==> config.mk <==
export PLATFORM = sky130hd
export DESIGN_NAME = dr_out
export DESIGN_NICKNAME = d
export VERILOG_FILES = /design/src/rtl/dr_out.sv
export SDC_FILE = /design/constraint.sdc
export NUM_CORES = 1
export LEC_CHECK = 0
export BUFFER_PORTS_ARGS = -buffer_cell sky130_fd_sc_hd__buf_4
export CORE_ASPECT_RATIO = 1.25
export CORE_UTILIZATION = 40
export CTS_CLUSTER_SIZE = 12
export DETAILED_ROUTE_END_ITERATION = 16
export GPL_TIMING_DRIVEN = 0
export PLACE_DENSITY_LB_ADDON = 0.2
export SLEW_MARGIN = 10
export SYNTH_ARGS = -nofsm -noshare
export SYNTH_HDL_FRONTEND = slang
export SYNTH_SLANG_ARGS = --single-unit
==> constraint.sdc <==
create_clock -name clk -period 2.9 [get_ports clk]
set_clock_uncertainty 0.15 [all_clocks]
set_input_delay 0.58 -clock clk [delete_from_list [all_inputs] [get_ports clk]]
set_output_delay 0.58 -clock clk [all_outputs]
set_load 0.02 [all_outputs]
==> src/rtl/dr_out.sv <==
// Store-side byte serializer: splits an SW/SH/SB store into 1, 2 or 4 little-endian byte writes.
// Optional alignment check enabled by defining DR_OUT_ALIGN_CHK_EN.
module dr_out #(
  parameter int unsigned ADDR_W = 32
) (
  input  logic              clk,
  input  logic              rst,
  input  logic              start,
  input  logic [2:0]        num,
  input  logic [ADDR_W-1:0] addr,
  input  logic [31:0]       in_data,
  input  logic              mem_wait,
  output logic              busy,
  output logic              we,
  output logic [ADDR_W-1:0] out_addr,
  output logic [7:0]        out_data,
  output logic              done,
  output logic              err
);

  localparam logic [0:0] IDLE = 1'b0;
  localparam logic [0:0] XFER = 1'b1;

  logic [0:0]        state_q, state_d;
  logic [1:0]        count_q, count_d;
  logic [1:0]        last_q, last_d;
  logic [31:0]       data_q, data_d;
  logic [ADDR_W-1:0] base_q, base_d;
  logic              we_q, we_d;
  logic [ADDR_W-1:0] out_addr_q, out_addr_d;
  logic [7:0]        out_data_q, out_data_d;
  logic              done_q, done_d;
  logic              err_q, err_d;

  logic       num_valid;
  logic [1:0] last_sel;
  logic       misaligned;
  logic [1:0] nxt;

  always_comb begin
    num_valid = 1'b1;
    last_sel  = 2'd0;
    case (num)
      3'b000:  last_sel = 2'd3;
      3'b001:  last_sel = 2'd1;
      3'b011:  last_sel = 2'd0;
      default: num_valid = 1'b0;
    endcase
  end

`ifdef DR_OUT_ALIGN_CHK_EN
  always_comb begin
    misaligned = ((num == 3'b000) && (addr[1:0] != 2'b00)) ||
                 ((num == 3'b001) && addr[0]);
  end
`else
  assign misaligned = 1'b0;
`endif

  assign nxt = count_q + 2'd1;

  always_comb begin
    state_d    = state_q;
    count_d    = count_q;
    last_d     = last_q;
    data_d     = data_q;
    base_d     = base_q;
    we_d       = we_q;
    out_addr_d = out_addr_q;
    out_data_d = out_data_q;
    done_d     = 1'b0;
    err_d      = 1'b0;
    case (state_q)
      IDLE: begin
        if (start && num_valid) begin
          if (misaligned) begin
            err_d = 1'b1;
          end else begin
            // First byte goes out on the accepting edge itself.
            state_d    = XFER;
            data_d     = in_data;
            base_d     = addr;
            last_d     = last_sel;
            count_d    = 2'd0;
            we_d       = 1'b1;
            out_addr_d = addr;
            out_data_d = in_data[7:0];
          end
        end
      end
      default: begin
        if (!mem_wait) begin
          if (count_q == last_q) begin
            state_d = IDLE;
            we_d    = 1'b0;
            done_d  = 1'b1;
          end else begin
            count_d    = nxt;
            out_addr_d = base_q + ADDR_W'(nxt);
            out_data_d = data_q[{nxt, 3'b000} +: 8];
          end
        end
      end
    endcase
  end

  always_ff @(posedge clk or negedge rst) begin
    if (!rst) begin
      state_q    <= IDLE;
      count_q    <= 2'd0;
      last_q     <= 2'd0;
      data_q     <= 32'd0;
      base_q     <= '0;
      we_q       <= 1'b0;
      out_addr_q <= '0;
      out_data_q <= 8'd0;
      done_q     <= 1'b0;
      err_q      <= 1'b0;
    end else begin
      state_q    <= state_d;
      count_q    <= count_d;
      last_q     <= last_d;
      data_q     <= data_d;
      base_q     <= base_d;
      we_q       <= we_d;
      out_addr_q <= out_addr_d;
      out_data_q <= out_data_d;
      done_q     <= done_d;
      err_q      <= err_d;
    end
  end

  assign busy     = state_q;
  assign we       = we_q;
  assign out_addr = out_addr_q;
  assign out_data = out_data_q;
  assign done     = done_q;
  assign err      = err_q;

endmodule

==> results of run 1 <==
[timing repair]
item	CTS	global route
setup buffers	0	3
endpoints found under the hold margin	0	0
pin swaps	1	1
setup endpoints to repair	25	3
resized for setup	3	2
[cells in the final DEF (no fill, tap or decap), types with 3 or more instances in the layout]
master	synthesis	layout
nand2_1	224	224
mux2i_1	17	17
buf_2	9	8
dfrtp_1	111	110
xor2_1	12	11
nor2_1	16	16
mux2_2	6	6
a22o_1	3	3
a211oi_1	4	4
a21o_1	6	6
o31ai_1	3	3
and4_1	3	3
inv_1	6	6
xnor2_1	16	16
o21ai_0	15	15
nand3_1	9	9
clkbuf_16	0	9
a22oi_1	7	7
mux4_2	8	8
a21oi_1	9	8
and3_1	5	5
nor4_4	4	4
nand2b_1	3	3
nor3_1	3	3
clkbuf_1	20	22
nand4_1	9	9
buf_4	1	117
o21ai_1	18	18
[worst reg2reg max path, cell delays in order, from the launching register on]
cell     delay [ns]
dfrtp_1        0.37
buf_4          0.25
xor2_2         0.24
fa_2           0.31
nand4_4        0.18
or3_4          0.47
nor4_4         0.28
xnor2_1        0.16
o21ai_1        0.07
[power breakdown]
part	internal [mW]	leakage [nW]	switching [mW]
logic	1.40	1.86	1.83
registers	2.30	1.38	0.641
clock network	0.805	0.160	0.552
total	4.51	3.40	3.02
[registers in the layout, summed over array words and instances, names as in the netlist]
register  cells
last_q        2
out_data      8
we            1
base_q       32
out_addr     32
count_q       2
data_q       32
done          1
busy          1
[metal layers]
layer	GRT usage [%]	routed length (um)	vias up
li1	-	-	2207
met1	27.7	6070	2186
met2	37.7	7510	134
met3	4.38	849	16
met4	5.71	189	0
met5	0	0	-
[through the flow]
stage	util (%)	hold slack [ns]	area [um2]
2_1_floorplan	-	0.134	5490
3_3_place_gp	49.1	0.302	6560
3_5_place_dp	49.1	0.310	6560
4_1_cts	51.6	0.259	6890
5_1_grt	51.9	0.259	6920
6_report	51.9	0.195	6920
[kinds of logic after synthesis]
| group | count (synthesis) | synth area share [%] |
|---|---|---|
| buffers and inverters | 39 | 2.94 |
| AND/OR/NAND/NOR | 291 | 24.2 |
| adder cells (fa/ha/maj) | 3 | 0.820 |
| XOR/XNOR | 28 | 4.46 |
| AO/OA/AOI/OAI | 77 | 9.34 |
| other | 1 | 0.0683 |
| multiplexers | 31 | 7.61 |
| flip-flops | 111 | 50.6 |
[worst paths after layout]
check / from / endpoint / cells past startpoint
min: rst / base_q[31] / 1
max in group asynchronous: rst / count_q[0] / 1
max: count_q[1] / out_addr[30] / 8
max reg2reg: count_q[1] / out_addr[30] / 8
min reg2reg: data_q[21] / data_q[21] / 2
min in group clk: num[0] / last_q[1] / 2
[area by class of cell]
type,instances,area [um2],area share [%]
tap,171,214,3.09
sequential,111,2780,40.1
clock buffer,13,260,3.76
multi-input combinational,431,2570,37.1
buffer,31,134,1.93
clock inverter,3,65.1,0.940
inverter,7,26.3,0.380
timing repair buffer,116,875,12.6
==> impl_results.md, run 1 <==
* Worst skew pair latency at between 0.3 and 0.4 ns
* Max FO, Critical Path at 10
* Peak Freq at 382 MHz
* Critical-path top delay cell: or3_4
* DR iter-0 viols at 247
* Synth Flop Type: dfrtp_1
* Syn_area_per_cell at 9.46 um2
* Std cell rows at 47
* Ports at 115
* Clk sinks at ~110
* Die Ht at 133 um
* Max_cap viols at 0
* Worst vdd ir at 0.466 mV
* Crit path time final at 2.62 ns
* DP Wirelength at about 11 mm
* CTS tree: built
* H-tree depth at 3
* # diodes at 0
* PnR Total Power at about 7.5 mW
* Total Neg Setup Slack at 0 ns
* Tcrit/Tclk final at 90.2%
* Worst path top cell family by delay: simple AND/OR/NAND/NOR gates
* Layout cells sized above 1 at between 20% and 30%
* Clock Pin Slew Worst Setup and Hold Paths at roughly 0.07 ns
* Power Density at 1090 mW/mm2
* Pin count of the biggest net entering global routing at 112
* GPL Wtd Cong at roughly 0.85
* CP Launch Type: flop
* 1st-pass router iterations at 4
* Drc violations at 0
* Setup slack, reg-to-reg at 0.28 ns
* Clk buf depth at 2
* Worst slew margin at a little under a third
* DRT antenna net count at 0
* Top-count cell post-synth: nand2_1
* Leak Pwr at 3.40 nW
* Vias in the first global route at 4668
* First-pass GRT wire length at roughly 24 mm
* Final hold vios at 0
* Nets@finish at 781
* Data arrival, critical path at between 2 and 3 ns
* Pins Over Slew Limit at 0
* Fill cells at roughly 1300
* Core area at 0.0133 mm2
* Remaining global-route overflow at 0
* Net Count, Synth at around 660
* Unique masters post-synth at 52
* Num CTS Buffers at 9
* RSZ-0062 raised after global routing: no
* Top cells by area, synth: dfrtp_1 51%, nand2_1 15%, mux4_2 3.3%
* Clock root buffer: clkbuf_16
* Antenna violations before repair at 0
* Gr usage total at 21.8%
* Worst hold path type: input port to async pin
* Synthesis-stage register bit count at 111
* DR vias at 4543
* DP Worst Slack at -0.409 ns
* Die area at about 0.014 mm2
* Post-CTS Hold Buffers at 0
* Layout area overhead at 26.0%
* Cells along the critical path: buf_4 > xor2_2 > fa_2 > nand4_4 > or3_4 > nor4_4 > xnor2_1 > o21ai_1
* Slowest stage delay, CP at roughly 0.47 ns
* Dpl cells at 865
* Via density per instance at ~5.1
* Post-synth top area share at around 50%
* Post-synthesis cell count at just under 600
* Mapped cell area at roughly 0.0055 mm2
* Worst setup EP type: flop
* Outcome: finished clean
* Final setup fails at 0
* Register area share after synthesis at 50.6%
* Initial core utilization at 41.2%
* Worst Path Buf+Inv at 1
* Synth warn at 0
* Crit path required time at about 3.0 ns
* Final Routed Wirelength at 14.6 mm
* Die width at 107 um
* Non-Filler Instances at 883
* Ys async rst share at 100%
* WL/cell at 16.6 um
* Number of synthesized flops with an enable pin at 0
* PortBufs at 113
* Setup Crit Path Kind: flop to flop
* Yosys top cell by area: dfrtp_1
* Slew @ Worst Pin at 1.03 ns
* Final setup margin at ~0.28 ns
* Post-synth top cells: 224 x nand2_1, 111 x dfrtp_1, 20 x clkbuf_1
No activity file was read; power rests on OpenSTA's default activity.
==> inputs of run 2 (changes only) <==
--- a/config.mk
+++ b/config.mk
@@ -6,8 +6,10 @@
 export NUM_CORES = 1
 export LEC_CHECK = 0
 export BUFFER_PORTS_ARGS = -buffer_cell sky130_fd_sc_hd__buf_4
+export CELL_PAD_IN_SITES_DETAIL_PLACEMENT = 1
+export CELL_PAD_IN_SITES_GLOBAL_PLACEMENT = 2
 export CORE_ASPECT_RATIO = 1.25
-export CORE_UTILIZATION = 40
+export CORE_UTILIZATION = 33
 export CTS_CLUSTER_SIZE = 12
 export DETAILED_ROUTE_END_ITERATION = 16
 export GPL_TIMING_DRIVEN = 0
==> run 2 against run 1 <==
Maximum frequency down 4.1%. Routed wire length up 19%. Global-route usage down 0.56 points. Sequential cell count unchanged. Worst setup slack worse by 0.11 ns. Worst hold slack better by 0.060 ns. Critical endpoint unchanged. Largest power group unchanged.
==> impl_results.md, run 2 (synthesized netlist as in run 1, its figures left out) <==
* Layout area overhead at 28.3%
* Leak Pwr at 3.43 nW (+0.90%)
* Worst skew pair latency at 0.36 ns (about the same)
* Crit path time final at 2.73 ns (+0.112 ns)
* Initial core utilization at 33.8% (-7.4 points)
* Std cell rows at 52 (+11%)
* GPL Wtd Cong at 0.805 (-5.1%)
* Clk buf depth at 2 (unchanged)
* Layout cells sized above 1 at 24.8% (+0.46 points)
* Pin count of the biggest net entering global routing at 78 (-30%)
* # diodes at 0 (unchanged)
* Die area at 0.0172 mm2 (+21%)
* Commonest non-fill, non-tap cells in the layout: 224 x nand2_1, 117 x buf_4, 110 x dfrtp_1, 21 x clkbuf_1, 18 x o21ai_1
* Data arrival, critical path at 2.80 ns (+0.12 ns)
* Setup Crit Path Kind: flop to flop
* Pins Over Slew Limit at 0 (unchanged)
* Worst vdd ir at 0.381 mV (-18%)
* RSZ-0062 raised after global routing: no
* Clock Pin Slew Worst Setup and Hold Paths at 0.08 ns (about the same)
* DR vias at 4682 (+3.1%)
* Die Ht at 146 um (+9.9%)
* Core area at 0.0163 mm2 (+22%)
* Worst Setup SP: count_q[0]
* Clock root buffer: clkbuf_16
* 1st-pass router iterations at 4 (unchanged)
* Num CTS Buffers at 9 (unchanged)
* CTS tree: built
* Worst slew margin at 44.7% (+13 points)
* Crit path required time at 2.98 ns (+0.02 ns)
* Antenna violations before repair at 0 (unchanged)
* Nets@finish at 784 (+0.38%)
* Power Density at 1100 mW/mm2 (+1.2%)
* Core Util, Final at 43.3% (-8.5 points)
* Ports at 115 (unchanged)
* Max FO, Critical Path at 10 (unchanged)
* First-pass GRT wire length at 27.9 mm (+17%)
* Slew @ Worst Pin at 0.830 ns (-0.199 ns)
* Fill cells at 1888 (+48%)
* Drc violations at 0 (unchanged)
* Hold_ws at 0.255 ns (+0.0600 ns)
* Hold_sp: in_data[8]
* Worst reg2reg startpoint: count_q[0]
* CP Launch Type: flop
* Outcome: finished clean
* Worst setup EP type: flop
* Gr usage total at 21.3% (-0.56 points)
* Final Routed Wirelength at 17.4 mm (+19%)
* DP Wirelength at 12.9 mm (+19%)
* Commonest non-fill, non-tap cell in the layout: nand2_1
* Max_cap viols at 0 (unchanged)
* WL/cell at 18.7 um (+13%)
* Final setup fails at 0 (unchanged)
* DRT antenna net count at 0 (unchanged)
* DR iter-0 viols at 150 (-39%)
* Remaining global-route overflow at 0 (unchanged)
* Final hold vios at 0 (unchanged)
* Peak Freq at 367 MHz (-4.1%)
* PortBufs at 113 (unchanged)
* Die width at 117 um (+9.9%)
* H-tree depth at 3 (unchanged)
* Worst hold path type: input port to flop
* Clk sinks at 111 (unchanged)
* Vias in the first global route at 5113 (+9.5%)
* Total Neg Setup Slack at 0 ns (unchanged)
* Tcrit/Tclk final at 94.1% (+3.9 points)
* Via density per instance at 5.03 (-2.3%)
[run 2: cell count changes in the layout (fill, tap and decap cells not counted), sizes merged]
cell,before,now
clkbuf,33,35
buf,127,128
clkinv,1,0
dlygate4sd3,0,1
[run 2: report_power, final]
part	internal (mW)	switching (mW)
registers	2.30	0.637
clock network	0.853	0.584
logic	1.42	1.97
total	4.57	3.19
[run 2: through the flow]
step | cells | setup slack [ns] | area, um2 | power [mW]
6_report | 931 | 0.172 | 7050 | 7.76
2_1_floorplan | 581 | 0.253 | 5490 | 4.98
3_3_place_gp | 910 | -0.499 | 6610 | 6.19
3_5_place_dp | 911 | -0.518 | 6640 | 6.35
4_1_cts | 931 | 0.0675 | 7040 | 7.85
5_1_grt | 931 | 0.0436 | 7050 | 8.28
[run 2: critical path, stage by stage (launching register included)]
cell	delay [ns]
dfrtp_2	0.47
buf_4	0.22
xor2_2	0.25
fa_2	0.31
nand4_4	0.19
or3_4	0.48
nor4_4	0.28
xnor2_1	0.16
o21ai_1	0.08
[run 2: worst paths after layout]
| path | slack (ns) | cells past startpoint | end |
|---|---|---|---|
| setup / recovery | 0.17 | 8 | out_addr[30] |
| hold / removal | 0.25 | 3 | data_q[8] |
| setup reg to reg | 0.17 | 8 | out_addr[30] |
| hold reg to reg | 0.33 | 2 | data_q[17] |
| max in group asynchronous | 1.30 | 3 | count_q[0] |
| min in group asynchronous | 0.53 | 2 | out_addr[22] |
[run 2: cell type report]
| class | count | area, um2 | area share [%] |
|---|---|---|---|
| Tap cell | 216 | 270 | 3.83 |
| Buffer | 32 | 141 | 2.01 |
| Sequential cell | 111 | 2780 | 39.4 |
| Clock inverter | 2 | 60.1 | 0.852 |
| Multi-Input combinational cell | 431 | 2570 | 36.5 |
| Timing Repair Buffer | 118 | 912 | 12.9 |
| Inverter | 7 | 26.3 | 0.373 |
| Clock buffer | 14 | 284 | 4.03 |
[run 2: timing repair]
action / CTS / global route
resized for setup: 5 / 3
buffers inserted: 3 / 0
hold buffers: 1 / 0
hold endpoints to repair: 34 / 0
setup endpoints to repair: 26 / 5
pin swaps: 1 / 0
[run 2: metal layers]
layer,track usage [%],wire length (um),up-vias
met5,0,0,-
met4,7.79,267,0
met3,3.40,592,18
met2,39.1,9320,93
met1,24.7,7210,2359
li1,-,-,2212
==> inputs of run 3 (changes only) <==
--- a/config.mk
+++ b/config.mk
@@ -12,7 +12,9 @@
 export CORE_UTILIZATION = 33
 export CTS_CLUSTER_SIZE = 12
 export DETAILED_ROUTE_END_ITERATION = 16
+export GPL_ROUTABILITY_DRIVEN = 0
 export GPL_TIMING_DRIVEN = 0
+export MAX_ROUTING_LAYER = met4
 export PLACE_DENSITY_LB_ADDON = 0.2
 export SLEW_MARGIN = 10
 export SYNTH_ARGS = -nofsm -noshare
==> run 3 against run 2 <==
Clock power hardly changed. Via count shrank 0.28%. Register-to-register slack about the same. Combinational power about the same. Non-clock buffer count unchanged. Worst setup slack worse by 0.015 ns. Maximum frequency decreased by 0.54%. Critical path depth unchanged. Clock-buffer cell count did not move. Final area did not move. Worst hold slack worse by 0.0024 ns.
==> impl_results.md, run 3 (synthesized netlist as in run 1, its figures left out) <==
* Layout cells sized above 1 at 24.8% (unchanged)
* Std cell rows at 52 (unchanged)
* DP Worst Slack at -0.518 ns (unchanged)
* Remaining global-route overflow at 0 (unchanged)
* PortBufs at 113 (unchanged)
* Placed cell area at 0.00664 mm2 (unchanged)
* Outcome: finished clean
* Vias in the first global route at 5111 (-0.039%)
* Die width at 117 um (unchanged)
* Die Ht at 146 um (unchanged)
* Final setup margin at 0.157 ns (-0.0149 ns)
* RSZ-0062 raised after global routing: no
* Data arrival, critical path at 2.82 ns (+0.02 ns)
* Worst skew pair latency at 0.36 ns (about the same)
* Gr usage total at 21.9% (+0.63 points)
* H-tree depth at 3 (unchanged)
* Nets@finish at 784 (unchanged)
* Peak Freq at 365 MHz (-0.54%)
* Setup slack, reg-to-reg at 0.16 ns (about the same)
* Setup Crit Path Kind: flop to flop
* Via density per instance at 5.02 (-0.28%)
* Non-Filler Instances at 931 (unchanged)
* Crit path to: out_addr[30]
* CTS tree: built
* Pin count of the biggest net entering global routing at 78 (unchanged)
* Fill cells at 1888 (unchanged)
* Clk sinks at 111 (unchanged)
* Worst slew margin at 43.5% (-1.1 points)
* Max FO, Critical Path at 10 (unchanged)
* Tcrit/Tclk final at 94.6% (+0.51 points)
* Commonest non-fill, non-tap cell in the layout: nand2_1
* Num CTS Buffers at 9 (unchanged)
* Core area at 0.0163 mm2 (unchanged)
* DRT antenna net count at 0 (unchanged)
* Worst hold path type: input port to flop
* Max_cap viols at 0 (unchanged)
* Crit path required time at 2.97 ns (about the same)
* 1st-pass router iterations at 4 (unchanged)
* Worst vdd ir at 0.380 mV (-0.14%)
* Final setup fails at 0 (unchanged)
* Drc violations at 0 (unchanged)
* Initial core utilization at 33.8% (unchanged)
* PnR Total Power at 7.76 mW (about the same)
* # diodes at 0 (unchanged)
* Dpl cells at 911 (unchanged)
* Pins Over Slew Limit at 0 (unchanged)
* Die area at 0.0172 mm2 (unchanged)
* Hold_ws at 0.252 ns (-0.00245 ns)
* Worst reg2reg startpoint: count_q[0]
* Final hold vios at 0 (unchanged)
* Design area at 0.00705 mm2 (unchanged)
* DP Wirelength at 12.9 mm (unchanged)
* Worst setup EP type: flop
* Final Routed Wirelength at 17.4 mm (about the same)
* DR iter-0 viols at 136 (-9.3%)
* Worst reg2reg path endpoint: out_addr[30]
* Layout area overhead at 28.3% (unchanged)
* Clock root buffer: clkbuf_16
* Clk buf depth at 2 (unchanged)
* Crit path time final at 2.74 ns (+0.0149 ns)
* Commonest non-fill, non-tap cells in the layout: 224 x nand2_1, 117 x buf_4, 110 x dfrtp_1, 21 x clkbuf_1, 18 x o21ai_1
* Antenna violations before repair at 0 (unchanged)
* Leak Pwr at 3.43 nW (unchanged)
* WL/cell at 18.7 um (about the same)
* FF-to-FF path depth at 8 (unchanged)
* CP Launch Type: flop
* Core Util, Final at 43.3% (unchanged)
* Worst Setup SP: count_q[0]
* Ports at 115 (unchanged)
* Slew @ Worst Pin at 0.847 ns (+0.0172 ns)
* First-pass GRT wire length at 27.9 mm (unchanged)
* Clock Pin Slew Worst Setup and Hold Paths at 0.08 ns (about the same)
* Power Density at 1100 mW/mm2 (about the same)
* DR vias at 4669 (-0.28%)
* Total Neg Setup Slack at 0 ns (unchanged)
-- run 3: routing by layer --
layer	GRT usage [%]	vias up	wire [um]	part of all wire, %
li1	-	2205	-	-
met3	3.24	18	600	3.4
met4	7.79	0	265	1.5
met1	24.7	2356	7210	41
met2	39.1	90	9340	54
met5	-	-	0	0
-- run 3: worst min path at each step --
stage / slack (ns) / from / cells after the start / to
3_3_place_gp: 0.31 / data_q[11] / 2 / data_q[11]
5_1_grt: 0.26 / in_data[8] / 3 / data_q[8]
3_5_place_dp: 0.31 / data_q[17] / 2 / data_q[17]
4_1_cts: 0.25 / in_data[30] / 3 / data_q[30]
2_1_floorplan: 0.13 / rst / 0 / base_q[0]
6_report: 0.25 / in_data[8] / 3 / data_q[8]
-- run 3: critical path, cell delays in order (launching register included) --
cell and delay (ns):
dfrtp_2 0.47, buf_4 0.22, xor2_2 0.25, fa_2 0.31
nand4_4 0.19, or3_4 0.48, nor4_4 0.28, xnor2_1 0.16
o21ai_1 0.08
-- run 3: power by group --
part	leakage [nW]	internal (mW)	switching (mW)	total (mW)
clock	0.169	0.854	0.590	1.44
sequential	1.38	2.30	0.636	2.93
combinational	1.88	1.42	1.97	3.39
-- run 3: what timing repair did --
item | CTS | global route
hold buffers | 1 | 0
setup buffers | 3 | 0
cloned | 0 | 0
setup endpoints to repair | 26 | 5
gates resized for setup | 5 | 3
endpoints found under the hold margin | 34 | 0
pin swaps | 1 | 0
-- run 3: area by class of cell --
class / instances / area, um2 / share of cell area (%)
flip-flops and latches: 111 / 2780 / 39.4
clock inverters: 2 / 60.1 / 0.852
plain buffers: 32 / 141 / 2.01
multi-input cells: 431 / 2570 / 36.5
well taps: 216 / 270 / 3.83
inverters: 7 / 26.3 / 0.373
repair buffers: 118 / 912 / 12.9
clock buffers: 14 / 284 / 4.03
